### src/rtl/gray_bcd_pkg.sv
// ============================================================================
// gray_bcd_pkg : shared types and helpers for the Gray/BCD receive path
// Rev 1.0
// ============================================================================
`default_nettype none

package gray_bcd_pkg;

    typedef enum logic [1:0] {
        IDLE   = 2'd0,
        SETTLE = 2'd1,
        ARMED  = 2'd2
    } state_e;

    localparam logic [3:0] BCD_MAX = 4'd9;

    function automatic logic [3:0] gray2bin(input logic [3:0] g);
        logic [3:0] b;
        b[3] = g[3];
        b[2] = b[3] ^ g[2];
        b[1] = b[2] ^ g[1];
        b[0] = b[1] ^ g[0];
        return b;
    endfunction

    function automatic logic [2:0] popcount4(input logic [3:0] v);
        return {2'b00, v[0]} + {2'b00, v[1]} + {2'b00, v[2]} + {2'b00, v[3]};
    endfunction

endpackage

`default_nettype wire

### src/rtl/gray_bcd_sync_filter.sv
// ============================================================================
// gray_bcd_sync_filter : 2-flop synchroniser and stability filter that emits a
// one-cycle accept strobe once a Gray value has held STABLE_CYCLES cycles.
// Rev 1.0
// ============================================================================
`default_nettype none

module gray_bcd_sync_filter #(
    parameter int STABLE_CYCLES = 3
) (
    input  logic       clk,
    input  logic       rst_n,
    input  logic       clear_i,
    input  logic [3:0] gray_i,
    output logic       accept_o,
    output logic [3:0] gray_o
);

    localparam logic [4:0] C_TARGET = 5'(STABLE_CYCLES);

    logic [3:0] sync1_q;
    logic [3:0] sync2_q;
    logic [3:0] last_q, last_d;
    logic [4:0] cnt_q, cnt_d;

    always_ff @(posedge clk or negedge rst_n) begin
        if (!rst_n) begin
            sync1_q <= 4'd0;
            sync2_q <= 4'd0;
            last_q  <= 4'd0;
            cnt_q   <= 5'd0;
        end else begin
            sync1_q <= gray_i;
            sync2_q <= sync1_q;
            last_q  <= last_d;
            cnt_q   <= cnt_d;
        end
    end

    // The count parks at C_TARGET+1 so each stable run strobes exactly once.
    always_comb begin
        cnt_d  = cnt_q;
        last_d = last_q;
        if (clear_i) begin
            cnt_d  = 5'd0;
            last_d = sync2_q;
        end else if (sync2_q != last_q) begin
            cnt_d  = 5'd1;
            last_d = sync2_q;
        end else if (cnt_q <= C_TARGET) begin
            cnt_d = cnt_q + 5'd1;
        end
    end

    assign accept_o = !clear_i && (sync2_q == last_q) && (cnt_q == C_TARGET);
    assign gray_o   = last_q;

endmodule

`default_nettype wire

### src/rtl/gray_bcd_rx.sv
// ============================================================================
// gray_bcd_rx : clocked receiver for asynchronous Gray-coded digits with
// step/range checking, BCD conversion and a valid/ready output.
// Optional error counter enabled by macro GRAY_BCD_RX_ERR_COUNT_EN.
// Rev 1.0
// ============================================================================
`default_nettype none

module gray_bcd_rx
    import gray_bcd_pkg::*;
#(
    parameter int STABLE_CYCLES = 3,
    parameter int ERR_CNT_W     = 8
) (
    input  logic                 clk,
    input  logic                 rst_n,
    input  logic                 enable,
    input  logic [3:0]           gray_in,
    output logic [3:0]           out_bcd,
    output logic                 out_valid,
    input  logic                 out_ready,
    output logic                 step_err,
    output logic                 range_err,
    output logic                 overrun,
    output logic [ERR_CNT_W-1:0] err_count
);

    state_e     state_q, state_d;
    logic [3:0] base_q, base_d;
    logic [3:0] bcd_q, bcd_d;
    logic       valid_q, valid_d;
    logic       step_q, step_d;
    logic       range_q, range_d;
    logic       ovr_q, ovr_d;

    logic       filt_accept;
    logic [3:0] filt_gray;
    logic [3:0] filt_bin;
    logic       in_range;
    logic       accept;

    gray_bcd_sync_filter #(
        .STABLE_CYCLES (STABLE_CYCLES)
    ) u_filter (
        .clk      (clk),
        .rst_n    (rst_n),
        .clear_i  (state_q == IDLE),
        .gray_i   (gray_in),
        .accept_o (filt_accept),
        .gray_o   (filt_gray)
    );

    assign filt_bin = gray2bin(filt_gray);
    assign in_range = (filt_bin <= BCD_MAX);

    // SETTLE takes any stable value as baseline; ARMED only takes changes.
    assign accept = enable && filt_accept &&
                    ((state_q == SETTLE) || ((state_q == ARMED) && (filt_gray != base_q)));

    always_ff @(posedge clk or negedge rst_n) begin
        if (!rst_n) begin
            state_q <= IDLE;
            base_q  <= 4'd0;
            bcd_q   <= 4'd0;
            valid_q <= 1'b0;
            step_q  <= 1'b0;
            range_q <= 1'b0;
            ovr_q   <= 1'b0;
        end else begin
            state_q <= state_d;
            base_q  <= base_d;
            bcd_q   <= bcd_d;
            valid_q <= valid_d;
            step_q  <= step_d;
            range_q <= range_d;
            ovr_q   <= ovr_d;
        end
    end

    always_comb begin
        state_d = state_q;
        base_d  = base_q;
        bcd_d   = bcd_q;
        valid_d = valid_q;
        step_d  = 1'b0;
        range_d = 1'b0;
        ovr_d   = 1'b0;

        case (state_q)
            IDLE:    state_d = SETTLE;
            SETTLE:  if (accept) state_d = ARMED;
            ARMED:   state_d = ARMED;
            default: state_d = IDLE;
        endcase

        if (accept) begin
            base_d  = filt_gray;
            range_d = !in_range;
            step_d  = (state_q == ARMED) && (popcount4(filt_gray ^ base_q) != 3'd1);
            if (in_range) begin
                bcd_d   = filt_bin;
                valid_d = 1'b1;
                ovr_d   = valid_q && !out_ready;
            end else if (valid_q && out_ready) begin
                valid_d = 1'b0;
            end
        end else if (valid_q && out_ready) begin
            valid_d = 1'b0;
        end

        if (!enable) begin
            state_d = IDLE;
            valid_d = 1'b0;
        end
    end

    assign out_bcd   = bcd_q;
    assign out_valid = valid_q;
    assign step_err  = step_q;
    assign range_err = range_q;
    assign overrun   = ovr_q;

`ifdef GRAY_BCD_RX_ERR_COUNT_EN
    logic [ERR_CNT_W-1:0] err_cnt_q;

    always_ff @(posedge clk or negedge rst_n) begin
        if (!rst_n) begin
            err_cnt_q <= '0;
        end else if ((step_d || range_d || ovr_d) && (err_cnt_q != '1)) begin
            err_cnt_q <= err_cnt_q + ERR_CNT_W'(1);
        end
    end

    assign err_count = err_cnt_q;
`else
    assign err_count = '0;
`endif

endmodule

`default_nettype wire

### config.mk
export PLATFORM = sky130hd
export DESIGN_NAME = gray_bcd_rx
export DESIGN_NICKNAME = d
export VERILOG_FILES = /design/src/rtl/gray_bcd_pkg.sv /design/src/rtl/gray_bcd_sync_filter.sv /design/src/rtl/gray_bcd_rx.sv
export SDC_FILE = /design/constraint.sdc
export NUM_CORES = 1
export LEC_CHECK = 0
export CAP_MARGIN = 20
export CELL_PAD_IN_SITES_DETAIL_PLACEMENT = 0
export CELL_PAD_IN_SITES_GLOBAL_PLACEMENT = 2
export CORE_MARGIN = 1
export CORE_UTILIZATION = 25
export CTS_CLUSTER_SIZE = 28
export DETAILED_ROUTE_END_ITERATION = 8
export PLACE_DENSITY_LB_ADDON = 0.1
export SYNTH_ARGS = -nofsm -noshare
export SYNTH_HDL_FRONTEND = slang
export SYNTH_SLANG_ARGS = --single-unit
### constraint.sdc
create_clock -name clk -period 3.84 [get_ports clk]
set_input_delay 0.768 -clock clk [delete_from_list [all_inputs] [get_ports clk]]
set_output_delay 0.768 -clock clk [all_outputs]
set_load 0.005 [all_outputs]
* Word level (Yosys, flattened, before mapping)
Index checks and enable logic that the tools add are counted.
** Word-level totals
- Bits of input ports :: 8
- Output and inout bits :: 16
- RAM bits :: 0
- Latch bits :: 0
- Bits in read-only memories :: 0
- Register bits :: 31
- Word-level logic and storage cells :: 61
- Memories kept :: 0
** Operators by class
- Multipliers :: 0
- Add/sub/neg operators :: 4
- Muxes and demuxes :: 16
- Reductions and logical operators :: 16
- Magnitude comparators :: 2
- Eq/ne operators :: 8
- Bitwise gates (word level) :: 4
- Shift-type cells :: 0
- Divide/modulo/power cells :: 0
** Operators by type and width (count)
- $mux W5 :: 3
- $logic_and A1 B1 Y1 :: 8
- $mux W1 :: 8
- $mux W4 :: 2
- $ne A4 B4 Y1 :: 2
- $pmux W2 S3 :: 1
- $add A5 B1 Y5 const B :: 1
- $eq A5 B2 Y1 const B :: 1
- $le A5 B2 Y1 const B :: 1
- $eq A4 B4 Y1 :: 1
- $le A4 B4 Y1 const B :: 1
- $mux W2 :: 2
- $xor A4 B4 Y4 :: 1
- $add A2 B1 Y3 :: 1
- $add A3 B1 Y3 :: 1
- $logic_not A1 Y1 :: 3
- $ne A3 B1 Y1 const B :: 1
- $ne A3 B3 Y1 const B :: 1
- $reduce_bool A3 Y1 :: 1
- $xor A1 B1 Y1 :: 3
- $add A1 B1 Y2 :: 1
- $eq A2 B1 Y1 const B :: 1
- $eq A2 B2 Y1 const B :: 1
- $logic_not A2 Y1 :: 1
- other kinds (3) :: 3

* Depth between registers and ports, before layout
Gate-level depths: netlist (run 1).
- Word-level depth :: 9
- Depth in mapped cells :: 8
- Depth with buffers taken out :: 8

* Cells and area by module
From an unflattened synthesis (run 1), not the netlist that was laid out.
** Second synthesis, totals
- Cells, all modules :: 118
- Area total of the unflattened synthesis :: 1480.2 um2
** By module, submodules not included
- gray_bcd_rx :: cells each 76, sequential area each 350.3 um2, instances 1, area an instance 884.6 um2
- gray_bcd_sync_filter :: cells each 42, sequential area each 425.4 um2, instances 1, area an instance 595.6 um2

* Worst setup path before layout (run 1)
Ideal clock, no wire load.
- Path kind :: reg-to-reg
- From :: register u_filter.last_q[2] (netlist: u_filter.gray_o[2])
- To :: register bcd_q[0] (netlist: out_bcd[0])
- Arrival :: 1.922 ns
- Setup time :: 0.125 ns
- Period minus slack after synthesis :: 2.046 ns
- Buffers on the path :: 0
- Setup slack :: 1.794 ns
- Cell stages (with the launch flop) :: 9
- Required time :: 3.715 ns
- Path through :: dfrtp_1 inv_1 ha_1 xor2_1 ha_1 nor2b_1 o21ai_0 nand4_2 mux2_2
** On the way
- Longest elaborated chain between the ends :: 6
- Elaborated cells between the ends (all ways) :: 13
** RTL lines
- start, declared :: RTL line gray_bcd_sync_filter.sv:23 : logic [3:0] last_q, last_d;
- start signal, assigned :: RTL line gray_bcd_sync_filter.sv:35 : last_q <= last_d;
- parallel branches: the longest is 6 deep, another holds $le A4 B4 Y1
- end signal, assigned :: RTL line gray_bcd_rx.sv:64 : bcd_q <= 4'd0;
- end signal, assigned :: RTL line gray_bcd_rx.sv:72 : bcd_q <= bcd_d;
- end, declared :: RTL line gray_bcd_rx.sv:30 : logic [3:0] bcd_q, bcd_d;
Several ways; the timed one is not identified.
A chain may end at the register's enable or synchronous reset.

* Final worst setup path (run 1)
- From :: register u_filter.last_q[2] (netlist: u_filter.gray_o[2])
- To :: register bcd_q[3] (netlist: out_bcd[3])
** On the way
- Longest elaborated chain between the ends :: 6
- Elaborated cells between the ends (all ways) :: 13
** RTL lines
- parallel branches: the longest is 5 deep, another holds $le A4 B4 Y1
- $reduce_and A2 Y1 (no line) *
Mark *: on every way between the ends.

==> impl_metrics.ini, run 1 <==
[clocking]
cts.clk_slew.worst_paths_ns = 0.07
numCtsBuffers = 5
clockBufferDepth = 2
cts_hold_buf = 0
post_cts_resized = 0
ctsHtreeMaxLevel = 2
cts_tree = done
cts.sinks = 31
cts_setup_buffers = 0
insertion_delay_ns = 0.28
clockRootBuffer = clkbuf_8

[timing]
fin_skew_ns = 0.00765
whs_ns = 0.350
fin_ws_ns = 1.45
drv_slew = 0
rsz0062_at_grt = no
setup_tns_ns = 0
fmax_mhz = 418
setup_viol = 0
post-route-period-util = 0.623
hold_viol = 0
fin_crit_ns = 2.39

[place]
io_buffers = 15
post-place-ws_ns = 1.36
place.gp.congestion = 0.752
hpwl_mm = 1.84

[synthesis]
yosys.area_share.simple = 0.105
dominantRegCellSynth = dfrtp_1
synthTopCellsByArea = dfrtp_1 (52%), ha_1 (10%), xor2_1 (4.7%)
ys_seq_elements = 31
yosysWarnings = 0
synth_edf_count = 0
netlist_area_sq_um = 1500
async_flop_share = 1.00
yosysUniqueCellTypes = 31
yosysTopAreaCellShare = 0.516
synth_mux_area_frac = 0.0816
synthAdderAreaFrac = 0.113
synth_compound_area_frac = 0.0441
syn_avg_cell_area_sq_um = 12.3
synth_top_family_by_area = adder cells
synth_most_common_cell = dfrtp_1
yosysTopAreaCell = dfrtp_1
syn_inst = 122
netlist_top_cells_count = dfrtp_1 (31), ha_1 (12), inv_1 (11)
seq_area_frac_synth = 0.516
synthXorXnorAreaFrac = 0.0525

[setup_path]
critPathMaxFanout = 6
rrSetupSlack_ns = 1.45
path_cells = inv_1 > ha_1 > xor2_1 > ha_1 > nor2b_1 > o21ai_0 > nand4_2 > mux2_2
ff2ff_path_depth = 8
max_stage_delay_ns = 0.46
reg2reg_from = u_filter.gray_o[2]
timing.rr.end = out_bcd[3]
cp.arrival_ns = 2.56
cp_common_cell = ha_1
start_kind = flip-flop
critPathSlowestCell = dfrtp_1
worstSetupPathType = reg2reg
endpoint_kind = flip-flop
crit_required_ns = 4.01

[route]
antenna_left = 0
vias = 859
drc = 0
drtIter0Drc = 38
routed_via_density = 4.05
first_pass_iters = 2
wl_mm = 2.53
wl_per_cell_microns = 11.9

[die]
initial_core_util = 0.266
coreArea_sq_um = 5640
rows = 27
die-area_sq_um = 6330
die_w_microns = 79.5
ios = 24
dieHeight_microns = 79.5

[layout]
multi_input_area_sq_um = 626
drive_gt1_frac = 0.121
nFillCells = 580
syn2layout_area_growth_pct = 18.2
nets = 160
seq_area_sq_um = 776
antenna_cells = 0
finish.utilization = 0.315

[pwr]
power_uw = 775
sequentialPowerShare = 0.476
pwr-share-comb = 0.202
p_switching_uw = 234
p_per_area_nw_per_um2 = 437
ir_drop_mv = 0.186
p_int_uw = 542
clkPwrFrac = 0.323
p_sw_frac = 0.301
p_leak_nw = 0.877

[run]
maxCapViolations = 0

[global_routing]
grtUsageMet3 = 0.0343
grtUsageMet2 = 0.148
grt_pass1_wl_mm = 4.37
grt_pass1_vias = 906
grt_overflow = 0
grt_usage = 0.0950
grt-busiest-layer = met2
grt_max_degree = 32
use_met1 = 0.112
antenna_found_initial = 0

[min_path]
min_to = u_filter.sync2_q[2]
min_from = u_filter.sync1_q[2]
hold_path_class = reg2reg
min_path_cells = 0

[run_status]
outcome = complete, no violations
[routing by layer]
| layer | wire, microns | share of wire |
|---|---|---|
| met5 | 0 | 0 |
| met3 | 105 | 0.042 |
| met4 | 61 | 0.024 |
| met1 | 1180 | 0.47 |
| met2 | 1180 | 0.47 |
[power groups by stage]
| stage | combinational [mW] | clock [mW] | sequential [mW] |
|---|---|---|---|
| global route | 0.182 | 0.277 | 0.373 |
| finish | 0.156 | 0.250 | 0.369 |
| CTS | 0.160 | 0.265 | 0.370 |
| floorplan | 0.119 | 0 | 0.370 |
| detailed placement | 0.158 | 0 | 0.375 |
| global placement | 0.157 | 0 | 0.377 |
[cell families (layout without fill, tap and decap cells)]
kind of cell	after synthesis	in the layout
other	1	8
AO/OA/AOI/OAI	10	10
flip-flops	31	31
AND/OR/NAND/NOR	24	24
multiplexers	10	10
buffers and inverters	24	35
adder cells (fa/ha/maj)	13	13
XOR/XNOR	9	9
[worst max-delay path, delay by kind of cell (launching register included)]
| kind | cells | cell delay, ns |
|---|---|---|
| mux | 1 | 0.35 |
| buf+inv | 1 | 0.07 |
| fa+ha+maj | 2 | 0.52 |
| simple gates | 2 | 0.34 |
| xor+xnor | 1 | 0.24 |
| compound gates | 1 | 0.31 |
| flops | 1 | 0.46 |
[through the flow]
step                instance area (sq um)  cells
floorplan                            1530    129
global placement                     1690    204
detailed placement                   1690    204
CTS                                  1780    212
global route                         1780    212
finish                               1780    212
[layout by cell type, fill, tap and decap left out]
cell type,netlist,layout
clkinv_2,0,1
mux2_2,2,2
conb_1,1,8
xnor2_1,1,1
o311a_1,1,1
xor2_1,8,8
clkbuf_1,4,1
nor2b_1,3,3
buf_4,8,1
mux2_4,4,4
clkdlybuf4s50_1,0,15
fa_1,1,1
nand3_1,1,1
o21a_1,2,2
nor2_1,2,2
nor4b_2,1,1
mux2i_1,4,4
clkbuf_8,0,5
a21boi_0,1,1
a21oi_1,1,1
a31oi_1,1,1
ha_1,12,12
and2_1,1,1
a22oi_1,1,1
clkinvlp_4,0,1
nand2b_1,3,3
o21ai_0,3,3
nor3_1,1,1
inv_1,11,11
and3_1,4,4
nand4_2,1,1
nor4_4,1,1
nand2_1,6,6
dfrtp_1,31,31
[layout make-up]
class | count | area share
Clock buffer | 6 | 0.0409
Clock inverter | 2 | 0.00705
Inverter | 11 | 0.0233
Multi-Input combinational cell | 74 | 0.352
Sequential cell | 31 | 0.437
Tap cell | 72 | 0.0507
Timing Repair Buffer | 16 | 0.0888
[flip-flops by register name, indices dropped and copies added (netlist names), 2 cells and up]
signal,count
u_filter.cnt_q,5
base_q,4
out_bcd,4
u_filter.gray_o,4
u_filter.sync1_q,4
u_filter.sync2_q,4
state_q,2
[worst max path at each step]
stage,start,endpoint,slack [ns]
global placement,u_filter.gray_o[2],out_bcd[3],1.30
global route,u_filter.gray_o[2],out_bcd[3],1.20
floorplan,u_filter.gray_o[2],out_bcd[0],1.79
detailed placement,enable,base_q[2],1.36
CTS,u_filter.gray_o[2],out_bcd[3],1.36
finish,u_filter.gray_o[2],out_bcd[3],1.45
Note: power is estimated with default switching activity, not from simulation.
==> inputs of run 2 (changes only) <==
==> constraint.sdc (replaced) <==
create_clock -name clk -period 2.2 [get_ports clk]
set_input_delay 0.44 -clock clk [delete_from_list [all_inputs] [get_ports clk]]
set_output_delay 0.44 -clock clk [all_outputs]
set_load 0.005 [all_outputs]
==> run 2 against run 1 <==
Compared with the run above: wire length grew 5.6%; sequential cell count is the same; sequential power grew 75%; cell area grew 9.0%; critical path depth shrank 1; clock skew shrank 0.0021 ns; hold slack gained 0.0018 ns; cell count grew 4.7%; clock-buffer cell count is the same; largest power group is now clock.
==> impl_metrics.ini, run 2 (same netlist as run 1, synthesis figures left out) <==
[die]
ios = 24
die-area_sq_um = 6330
initial_core_util = 0.266
coreArea_sq_um = 5640
die_w_microns = 79.5
dieHeight_microns = 79.5
rows = 27

[min_path]
min_path_cells = 0
hold_path_class = reg2reg

[setup_path]
endpoint_kind = flip-flop
worstSetupPathType = reg2reg
ff2ff_path_depth = 7
crit_required_ns = 2.37
critPathMaxFanout = 5
cp.arrival_ns = 2.24
start_kind = flip-flop

[clocking]
cts.sinks = 31
cts.clk_slew.worst_paths_ns = 0.07
cts_hold_buf = 0
clockRootBuffer = clkbuf_8
numCtsBuffers = 5
post_cts_resized = 0
insertion_delay_ns = 0.28
cts_tree = done
clockBufferDepth = 2
cts_setup_buffers = 0
ctsHtreeMaxLevel = 2

[timing]
fmax_mhz = 484
post-route-period-util = 0.940
fin_ws_ns = 0.132
rsz0062_at_grt = no
fin_crit_ns = 2.07
setup_viol = 0
whs_ns = 0.351
hold_viol = 0
setup_tns_ns = 0
drv_slew = 0
fin_skew_ns = 0.00551

[place]
post-place-ws_ns = 0.0492
io_buffers = 15
place.gp.congestion = 0.647
place_inst = 214
place_area_sq_um = 1770
hpwl_mm = 2.00

[global_routing]
grt_pass1_wl_mm = 4.57
grt_usage = 0.0992
grt_overflow = 0
grt_max_degree = 32
grt_pass1_vias = 937
antenna_found_initial = 0

[route]
routed_via_density = 4.03
wl_per_cell_microns = 12.0
vias = 894
first_pass_iters = 4
antenna_left = 0
drtIter0Drc = 23
wl_mm = 2.67
drc = 0

[layout]
final_cell_mix = dfrtp_1 (30), clkdlybuf4s50_1 (15), ha_1 (11), buf_4 (11), inv_1 (10)
largest_reg_flops = 5
finish.utilization = 0.343
antenna_cells = 0
nFillCells = 565
nets = 170
finalNonFillerCells = 222
top_register = u_filter.cnt_q
syn2layout_area_growth_pct = 28.7
final_common_cell = dfrtp_1
drive_gt1_frac = 0.220
fin_area_sq_um = 1930

[run]
maxCapViolations = 0

[pwr]
power_mw = 1.60
p_leak_nw = 0.955
p_per_area_nw_per_um2 = 827
ir_drop_mv = 0.340

[run_status]
outcome = complete, no violations
run 2: changes by cell type in the layout (fill, tap and decap cells not counted), sizes merged:
cell      delta
clkinv       -1
clkinvlp     -1
bufinv       +2
buf         +10
run 2: worst paths after layout:
path	start	end	slack, ns
min in group asynchronous	rst_n	base_q[0]	0.56
worst min register to register	u_filter.sync1_q[2]	u_filter.sync2_q[2]	0.35
worst min-delay path	u_filter.sync1_q[2]	u_filter.sync2_q[2]	0.35
worst max-delay path	u_filter.gray_o[3]	step_err	0.13
max in group asynchronous	rst_n	u_filter.gray_o[3]	1.33
worst max register to register	u_filter.gray_o[3]	step_err	0.13
run 2: layer usage:
| layer | share of wire | up-vias | track usage |
|---|---|---|---|
| met4 | 0.013 | 0 | 0.0436 |
| met2 | 0.50 | 19 | 0.167 |
| li1 | - | 428 | - |
| met3 | 0.040 | 5 | 0.0354 |
| met1 | 0.45 | 442 | 0.112 |
| met5 | 0 | - | 0 |
run 2: layout make-up:
| class | count | area [sq um] | share of cell area |
|---|---|---|---|
| sequential | 31 | 777 | 0.402 |
| inverter | 11 | 41.3 | 0.0213 |
| clock inverter | 2 | 60.1 | 0.0310 |
| timing repair buffer | 26 | 233 | 0.120 |
| clock buffer | 6 | 72.6 | 0.0375 |
| multi-input combinational | 74 | 661 | 0.342 |
| tap | 72 | 90.1 | 0.0466 |
run 2: report_power, final:
| part | internal [mW] | switching (mW) | total [mW] | leakage [nW] |
|---|---|---|---|---|
| registers | 0.610 | 0.0335 | 0.644 | 0.390 |
| logic | 0.130 | 0.164 | 0.294 | 0.499 |
| clock network | 0.453 | 0.209 | 0.661 | 0.0654 |
run 2: worst max-delay path, cell delays in order (launching register included):
cell and delay, ns:
dfrtp_2 0.46, xor2_2 0.24, fa_1 0.45, ha_1 0.19, ha_1 0.27, nor2_1 0.12
nand2_1 0.06, and3_1 0.17
